===== src/rtl/mips_fetch_queue_if.sv =====
`default_nettype none
// +------------------------------------------------------------------+
// | mips_fetch_queue_if: instruction-memory and decode-side bundle   |
// | Rev 1.0                                                          |
// +------------------------------------------------------------------+
interface mips_fetch_queue_if #(
  parameter int AW = 10
) ();
  logic          imem_req;
  logic [AW-1:0] imem_addr;
  logic [31:0]   imem_rdata;
  logic          out_valid;
  logic [31:0]   out_ir;
  logic [31:0]   out_npc;
  logic          out_ready;

  modport master (
    output imem_req, imem_addr, out_valid, out_ir, out_npc,
    input  imem_rdata, out_ready
  );

  modport slave (
    input  imem_req, imem_addr, out_valid, out_ir, out_npc,
    output imem_rdata, out_ready
  );
endinterface
`default_nettype wire


===== src/rtl/mips_fetch_queue.sv =====
`default_nettype none
// +------------------------------------------------------------------+
// | mips_fetch_queue: PC owner + prefetch FIFO feeding IF/ID         |
// | Rev 1.0                                                          |
// +------------------------------------------------------------------+
module mips_fetch_queue #(
  parameter int DEPTH = 4,
  parameter int AW    = 10
) (
  input  wire logic                         clk1,
  input  wire logic                         rst_n,
  input  wire logic                         halted,
  input  wire logic                         redirect_valid,
  input  wire logic [31:0]                  redirect_pc,
  mips_fetch_queue_if.master                bus,
  output logic [$clog2(DEPTH+1)-1:0]        count
);

  localparam int               c_CW       = $clog2(DEPTH + 1);
  localparam int               c_PW       = $clog2(DEPTH);
  localparam logic [c_CW:0]    c_DEPTH    = (c_CW + 1)'(DEPTH);
  localparam logic [c_PW-1:0]  c_PTR_ONE  = c_PW'(1);
  localparam logic [c_CW-1:0]  c_CNT_ONE  = c_CW'(1);

  logic [31:0]     r_pc;
  logic [31:0]     r_pend_npc;
  logic            r_pend_valid;
  logic [c_PW-1:0] r_rd_ptr;
  logic [c_PW-1:0] r_wr_ptr;
  logic [c_CW-1:0] r_count;
  logic [31:0]     r_ir_q  [DEPTH];
  logic [31:0]     r_npc_q [DEPTH];

  logic            w_redirect;
  logic            w_issue;
  logic            w_pop;
  logic [c_CW:0]   w_occ;

  // The in-flight word already owns a slot, so it counts toward occupancy.
  assign w_occ      = {1'b0, r_count} + {{c_CW{1'b0}}, r_pend_valid};
  assign w_redirect = redirect_valid && !halted;
  assign w_issue    = !halted && !redirect_valid && (w_occ < c_DEPTH);
  assign w_pop      = bus.out_valid && bus.out_ready;

  assign bus.imem_req  = w_issue;
  assign bus.imem_addr = r_pc[AW-1:0];
  assign bus.out_valid = (r_count != '0) && !halted;
  assign bus.out_ir    = r_ir_q[r_rd_ptr];
  assign bus.out_npc   = r_npc_q[r_rd_ptr];
  assign count         = r_count;

  always_ff @(posedge clk1) begin
    if (!rst_n) begin
      r_pc         <= '0;
      r_pend_npc   <= '0;
      r_pend_valid <= 1'b0;
      r_rd_ptr     <= '0;
      r_wr_ptr     <= '0;
      r_count      <= '0;
      for (int i = 0; i < DEPTH; i++) begin
        r_ir_q[i]  <= '0;
        r_npc_q[i] <= '0;
      end
    end else if (w_redirect) begin
      r_pc         <= redirect_pc;
      r_pend_valid <= 1'b0;
      r_rd_ptr     <= '0;
      r_wr_ptr     <= '0;
      r_count      <= '0;
    end else begin
      if (w_issue) begin
        r_pc       <= r_pc + 32'd1;
        r_pend_npc <= r_pc + 32'd1;
      end
      r_pend_valid <= w_issue;

      // Capture is not gated by halted so a returning word is never dropped.
      if (r_pend_valid) begin
        r_ir_q[r_wr_ptr]  <= bus.imem_rdata;
        r_npc_q[r_wr_ptr] <= r_pend_npc;
        r_wr_ptr          <= r_wr_ptr + c_PTR_ONE;
      end
      if (w_pop) begin
        r_rd_ptr <= r_rd_ptr + c_PTR_ONE;
      end

      case ({r_pend_valid, w_pop})
        2'b10:   r_count <= r_count + c_CNT_ONE;
        2'b01:   r_count <= r_count - c_CNT_ONE;
        default: r_count <= r_count;
      endcase
    end
  end

endmodule
`default_nettype wire


===== src/flat_wrapper.sv =====
// flat-port wrapper written by rule: the top's interface ports become plain ports
module mips_fetch_queue_flat 
#(
  parameter int DEPTH = 4,
  parameter int AW    = 10
)
  (clk1, rst_n, halted, redirect_valid, redirect_pc, count, bus_imem_req, bus_imem_addr, bus_out_valid, bus_out_ir, bus_out_npc, bus_imem_rdata, bus_out_ready);
  mips_fetch_queue_if #(.AW(AW)) bus_i ();
  input  wire logic clk1;
  input  wire logic rst_n;
  input  wire logic halted;
  input  wire logic redirect_valid;
  input  wire logic [31:0] redirect_pc;
  output logic [$clog2(DEPTH+1)-1:0] count;
  output wire logic [$bits(bus_i.imem_req)-1:0] bus_imem_req;
  output wire logic [$bits(bus_i.imem_addr)-1:0] bus_imem_addr;
  output wire logic [$bits(bus_i.out_valid)-1:0] bus_out_valid;
  output wire logic [$bits(bus_i.out_ir)-1:0] bus_out_ir;
  output wire logic [$bits(bus_i.out_npc)-1:0] bus_out_npc;
  input wire logic [$bits(bus_i.imem_rdata)-1:0] bus_imem_rdata;
  input wire logic [$bits(bus_i.out_ready)-1:0] bus_out_ready;
  assign bus_imem_req = bus_i.imem_req;
  assign bus_imem_addr = bus_i.imem_addr;
  assign bus_out_valid = bus_i.out_valid;
  assign bus_out_ir = bus_i.out_ir;
  assign bus_out_npc = bus_i.out_npc;
  assign bus_i.imem_rdata = bus_imem_rdata;
  assign bus_i.out_ready = bus_out_ready;
  mips_fetch_queue #(.DEPTH(DEPTH), .AW(AW)) u_core (.clk1(clk1), .rst_n(rst_n), .halted(halted), .redirect_valid(redirect_valid), .redirect_pc(redirect_pc), .bus(bus_i), .count(count));
endmodule

===== config.mk =====
export PLATFORM = sky130hd
export DESIGN_NAME = mips_fetch_queue_flat
export DESIGN_NICKNAME = d
export VERILOG_FILES = /design/src/rtl/mips_fetch_queue_if.sv /design/src/rtl/mips_fetch_queue.sv /design/src/flat_wrapper.sv
export SDC_FILE = /design/constraint.sdc
export NUM_CORES = 1
export LEC_CHECK = 0
export CORE_MARGIN = 2
export CORE_UTILIZATION = 51
export DETAILED_ROUTE_END_ITERATION = 10
export PLACE_DENSITY_LB_ADDON = 0.05
export SYNTH_ARGS = -nofsm -noshare
export SYNTH_HDL_FRONTEND = slang
export SYNTH_SLANG_ARGS = --single-unit
export TNS_END_PERCENT = 1

===== constraint.sdc =====
create_clock -name clk1 -period 20.6 [get_ports clk1]
set_input_delay 4.12 -clock clk1 [delete_from_list [all_inputs] [get_ports clk1]]
set_output_delay 4.12 -clock clk1 [all_outputs]
set_load 0.02 [all_outputs]

==> key figures, run 1 <==
Timing
  • Min Hold Slack: 0.5061 ns
  • Setup violations, final: 0
  • Total negative slack: 0 ns
  • Skew final: 0.01098 ns
  • Slew headroom: 0.2884
  • Worst-Margin Slew: 1.067 ns
  • Fmax: 95.02 MHz
  • Final Hold Violating Endpoints: 0
  • Tmin final: 10.52 ns
  • Period utilisation layout: 0.5109
  • RSZ-0062 raised after global routing: false
  • Slew Limit Fails: 0

Yosys
  • Share of the synthesized area in the top cell type: 0.5193
  • Post-synth EDFFs: 256
  • Mean post-synth cell area: 13.43 µm²
  • Most common cell in the netlist: and2_1
  • Synth async-reset ratio: 0
  • Post-Syn Instances: 1,102
  • Cell taking the most area after synthesis: edfxtp_1
  • FF+latch count, synth: 330
  • Syn Nets: 1,174
  • Primary FF master, synth: edfxtp_1
  • Synth top area cells: edfxtp_1, and2_1, dfxtp_1
  • Most instantiated cells after synthesis: and2_1, edfxtp_1, dfxtp_1
  • Post-synthesis cell type count: 55
  • Part of the Yosys area used for sequential elements: 0.6194
  • Total number of yosys warnings: 0
  • Mapped Area: 0.01480 mm²

Detailed routing
  • Vias/cell: 5.491
  • Violation count after the first detailed-route iteration: 783
  • Total Wirelength: 32.57 mm
  • TritonRoute pass-1 iters: 5
  • Final ANT Viol Nets: 0
  • Total number of vias: 8,906
  • WL/cell: 20.08 µm
  • Drt drc: 0

Pwr
  • Pwr Density: 81.81 mW/mm²
  • Leakage power: 6.137 nW
  • VDD IR max: 0.04485 mV

Clocking
  • H-tree depth: 2
  • Clock sinks: 330
  • Clock Tree Root: clkbuf_16
  • Post-CTS Resized: 0
  • CTS tree: built
  • Setup Buffers After CTS: 0
  • Num CTS Buffers: 36
  • Cts hold-fix bufs: 0
  • Deepest clock path buffer count: 3
  • Clock-pin transition on the worst setup and hold timing paths: 0.06 ns
  • Clock latency on the worst-skew pair: 0.51 ns

Finish
  • Layout cells sized above 1: 0.1220
  • Post-route design area: 0.01757 mm²
  • Final core occ: 0.6140
  • Antenna Cells: 0
  • Area growth syn-to-layout: 18.72%
  • Fin cells: 1,622
  • Final #Nets: 1,286

Placement
  • Buffers on Ports: 147
  • Placed Cells: 1,560
  • DP Area: 0.01654 mm²
  • Final HPWL DP: 18.01 mm
  • Final Wtd Congestion: 0.7936

Global routing
  • First-pass GRT wire length: 51.48 mm
  • Largest net degree at the start of global routing: 70
  • Vias in the first global route: 8,982
  • Gr usage total: 0.2197
  • Initial antenna violation count: 0
  • GRT overflow: 0

Worst setup path
  • Reg2Reg Depth: 6
  • CP arrival: 6.40 ns
  • Crit start category: primary input
  • Largest fanout on the critical path: 69
  • Crit path cell chain: clkdlybuf4s50_1, nor3_2, nand2_1, inv_2, buf_4, clkdlybuf4s50_1
  • Worst setup EP type: primary output
  • Req. time, crit path: 16.48 ns
  • CP Class: primary input to primary output
  • Slowest cell on the critical path: clkdlybuf4s50_1
  • Most used cell along the critical path: clkdlybuf4s50_1
  • Delay of the slowest critical-path stage: 0.74 ns

Die
  • Row count: 62
  • Die X: 174.4 µm
  • Die height: 174.4 µm
  • I/O pin count: 148
  • Starting Density: 0.5171
  • Core area: 0.02863 mm²
  • Die area: 0.03040 mm²

Status
  • Status: finished, final reports clean

Min path
  • Hold Crit Depth: 2
  • HP Class: register to register

Job
  • Max-cap violations: 0
## stage by stage
step	power [mW]	setup slack, ns
2_1_floorplan	0.8264	10.86
3_3_place_gp	0.8760	10.12
3_5_place_dp	0.8776	10.10
4_1_cts	1.449	10.09
5_1_grt	1.488	9.949
6_report	1.438	10.08
## final timing paths
path	start	to	slack, ns
worst max-delay path	halted	bus_imem_req	10.08
worst min register to register	u_core.r_pend_npc[25]	u_core.r_pend_npc[25]	0.51
worst min-delay path	u_core.r_pend_npc[25]	u_core.r_pend_npc[25]	0.51
worst max register to register	u_core.r_pend_valid	u_core.r_npc_q[2][6]	17.00
## critical path: cells and delay by family
family | cells | cell delay (ns)
buf+inv | 4 | 1.83
simple gates | 2 | 0.42
## layout by cell type, fill, tap and decap left out, types with 5 or more instances in the layout
master           instances
a211oi_1                 9
a21oi_1                 53
and2_1                 262
and3_1                   8
and4_1                   5
buf_4                   16
clkbuf_1                 8
clkbuf_16               37
clkdlybuf4s50_1        147
clkinv_1                11
dfxtp_1                 72
edfxtp_1               256
inv_1                    9
mux4_2                  64
nand2_1                 39
nand3_1                 17
nand4_1                  9
nor2_1                  44
nor3_1                  14
o21ai_0                 39
xnor2_1                 26
xor2_1                  17
## cells by family after synthesis
| kind of cell | count (synthesis) | synth area share |
|---|---|---|
| muxes | 68 | 0.1002 |
| DFF | 330 | 0.6194 |
| buffers and inverters | 99 | 0.02950 |
| xor gates and xnor gates | 43 | 0.02544 |
| and+or+nand+nor | 430 | 0.1718 |
| adders and majority gates | 3 | 0.003043 |
| AOI/OAI and AO/OA | 129 | 0.05071 |
## where the power goes
part | internal (mW) | switching (mW) | leakage [nW]
clock network | 0.328 | 0.248 | 0.507
logic | 0.0469 | 0.0555 | 2.38
registers | 0.743 | 0.0165 | 3.25
## cell type report
type / instances / area [µm²]
clock inverters: 17 / 78.83
flip-flops and latches: 330 / 9176
repair buffers: 163 / 1592
well taps: 384 / 480.5
fillers: 2242 / 11050
multi-input cells: 673 / 5254
inverters: 10 / 37.54
clock buffers: 45 / 955.9
## per-layer routing
layer | track usage | routed length [µm] | vias to the layer above
met2 | 0.3662 | 15990 | 258
li1 | - | - | 4229
met4 | 0.04867 | 382 | 0
met5 | 0 | 0 | -
met1 | 0.3055 | 14290 | 4386
met3 | 0.03653 | 1908 | 33
## sequential cells by signal (all words and copies together) (netlist names), named ones only
register / count
u_core.r_ir_q: 128
u_core.r_npc_q: 128
u_core.r_pc: 32
u_core.r_pend_npc: 32
u_core.count: 3
u_core.r_rd_ptr: 2
u_core.r_wr_ptr: 2
u_core.r_pend_valid: 1
(Power assumes the default switching activity.)
==> run 2, diff against run 1 <==
==> constraint.sdc (replaced) <==
create_clock -name clk1 -period 9.64 [get_ports clk1]
set_input_delay 1.928 -clock clk1 [delete_from_list [all_inputs] [get_ports clk1]]
set_output_delay 1.928 -clock clk1 [all_outputs]
set_load 0.02 [all_outputs]
==> run 2 against run 1 <==
Net effect: register-to-register slack lost 11 ns; clock-buffer cell count is 4 higher; clock power rose by 120%; global-route usage about the same; hold slack worse by 0.0062 ns; die area unchanged; design area is essentially flat; wire length is 0.89% higher; cell count shrank 0.12%; critical endpoint unchanged; largest cell class unchanged.
==> key figures, run 2 (same netlist as run 1, synthesis figures left out) <==
Status
  • Status: finished, final reports clean (unchanged)

Die
  • Core area: 0.02863 mm² (unchanged)
  • Starting Density: 0.5171 (unchanged)
  • Die X: 174.4 µm (unchanged)
  • Row count: 62 (unchanged)
  • Die height: 174.4 µm (unchanged)
  • I/O pin count: 148 (unchanged)
  • Die area: 0.03040 mm² (unchanged)

Timing
  • Worst-Margin Slew: 1.138 ns (was 1.067 ns)
  • Skew final: 0.007358 ns (was 0.01098 ns)
  • Slew headroom: 0.2402 (was 0.2884)
  • Slew Limit Fails: 0 (unchanged)
  • Final Hold Violating Endpoints: 0 (unchanged)
  • Fmax: 172.9 MHz
  • Total negative slack: 0 ns (unchanged)
  • Tmin final: 5.783 ns
  • Period utilisation layout: 0.5998
  • Final worst slack: 3.857 ns (was 10.08 ns)
  • Setup violations, final: 0 (unchanged)
  • RSZ-0062 raised after global routing: false (unchanged)
  • Min Hold Slack: 0.4999 ns (was 0.5061 ns)

Finish
  • Antenna Cells: 0 (unchanged)
  • Most frequent cells in the layout: and2_1, edfxtp_1, clkdlybuf4s50_1 (unchanged)
  • Area growth syn-to-layout: 18.71% (was 18.72%)
  • Most common cell after layout, fill and taps aside: and2_1 (unchanged)
  • Fin cells: 1,620 (was 1,622)
  • Largest regs: u_core.r_ir_q (128), u_core.r_npc_q (128) (unchanged)
  • Post-route design area: 0.01757 mm² (about the same)
  • Final #Nets: 1,282 (was 1,286)
  • Layout cells sized above 1: 0.1230 (was 0.1220)
  • Final core occ: 0.6139 (was 0.6140)

Clocking
  • Clock Tree Root: clkbuf_16 (unchanged)
  • Setup Buffers After CTS: 0 (unchanged)
  • H-tree depth: 2 (unchanged)
  • Deepest clock path buffer count: 3 (unchanged)
  • Num CTS Buffers: 36 (unchanged)
  • CTS tree: built (unchanged)
  • Post-CTS Resized: 0 (unchanged)
  • Cts hold-fix bufs: 0 (unchanged)
  • Clock-pin transition on the worst setup and hold timing paths: 0.06 ns (about the same)
  • Clock latency on the worst-skew pair: 0.50 ns (was 0.51 ns)
  • Clock sinks: 330 (unchanged)

Global routing
  • Vias in the first global route: 9,052 (was 8,982)
  • First-pass GRT wire length: 51.47 mm (was 51.48 mm)
  • Largest net degree at the start of global routing: 69 (was 70)
  • Initial antenna violation count: 0 (unchanged)
  • Gr usage total: 0.2194 (was 0.2197)
  • GRT overflow: 0 (unchanged)

Pwr
  • VDD IR max: 0.1036 mV (was 0.04485 mV)
  • Leakage power: 6.129 nW (was 6.137 nW)
  • Final Power: 3.096 mW (was 1.438 mW)
  • Pwr Density: 176.2 mW/mm² (was 81.81 mW/mm²)

Detailed routing
  • Total number of vias: 8,938 (was 8,906)
  • TritonRoute pass-1 iters: 5 (unchanged)
  • Vias/cell: 5.517 (was 5.491)
  • Violation count after the first detailed-route iteration: 717 (was 783)
  • Total Wirelength: 32.86 mm (was 32.57 mm)
  • Drt drc: 0 (unchanged)
  • Final ANT Viol Nets: 0 (unchanged)
  • WL/cell: 20.28 µm (was 20.08 µm)

Worst setup path
  • Worst r2r src: u_core.r_pend_valid (unchanged)
  • Most used cell along the critical path: clkdlybuf4s50_1 (unchanged)
  • Crit start category: primary input (unchanged)
  • CP Class: primary input to primary output (unchanged)
  • CP arrival: 3.85 ns (was 6.40 ns)
  • Worst setup EP type: primary output (unchanged)
  • Largest fanout on the critical path: 46 (was 69)
  • Slowest cell on the critical path: clkdlybuf4s50_1 (unchanged)
  • CP Launch Point: halted (unchanged)
  • Delay of the slowest critical-path stage: 0.60 ns (was 0.74 ns)
  • Req. time, crit path: 7.71 ns (was 16.48 ns)
  • Crit path cell chain: clkdlybuf4s50_1, nor3_2, nand2_1, buf_4, inv_2, clkdlybuf4s50_1 (was clkdlybuf4s50_1, nor3_2, nand2_1, inv_2, buf_4, clkdlybuf4s50_1)

Placement
  • Dpl ws: 3.245 ns (was 10.10 ns)
  • Final Wtd Congestion: 0.8114 (was 0.7936)
  • Final HPWL DP: 17.93 mm (was 18.01 mm)
  • Placed Cells: 1,556 (was 1,560)
  • DP Area: 0.01651 mm² (was 0.01654 mm²)
  • Buffers on Ports: 147 (unchanged)

Job
  • Max-cap violations: 0 (unchanged)

Min path
  • HP Class: register to register (unchanged)
  • Worst min-delay path startpoint: u_core.r_pend_npc[1] (was u_core.r_pend_npc[25])
[run 2: critical path: cells and delay by family]
family,cells,cell delay [ns]
and+or+nand+nor,2,0.39
buffers and inverters,4,1.51
[run 2: cell type report]
type | instances | area, µm²
Multi-Input combinational cell | 673 | 5254
Clock inverter | 15 | 72.57
Timing Repair Buffer | 159 | 1562
Clock buffer | 49 | 991.0
Inverter | 10 | 37.54
Fill cell | 2193 | 11050
Tap cell | 384 | 480.5
Sequential cell | 330 | 9176
[run 2: power by group]
part / leakage, nW / internal (mW) / switching (mW)
sequential: 3.25 / 1.59 / 0.0356
combinational: 2.36 / 0.0992 / 0.119
clock: 0.519 / 0.719 / 0.535
total: 6.13 / 2.41 / 0.689
[run 2: layer usage]
metal	wire length (µm)	vias to the layer above	global-route usage
li1	-	4220	-
met1	15010	4433	0.3151
met2	15580	240	0.3530
met5	0	-	0
met4	594	0	0.05497
met3	1673	45	0.03478
[run 2: worst paths after layout]
| kind | cells past startpoint | endpoint | slack, ns |
|---|---|---|---|
| max | 6 | bus_imem_req | 3.86 |
| max reg2reg | 6 | u_core.r_npc_q[2][4] | 6.15 |
| min reg2reg | 2 | u_core.r_pend_npc[1] | 0.50 |
| min | 2 | u_core.r_pend_npc[1] | 0.50 |
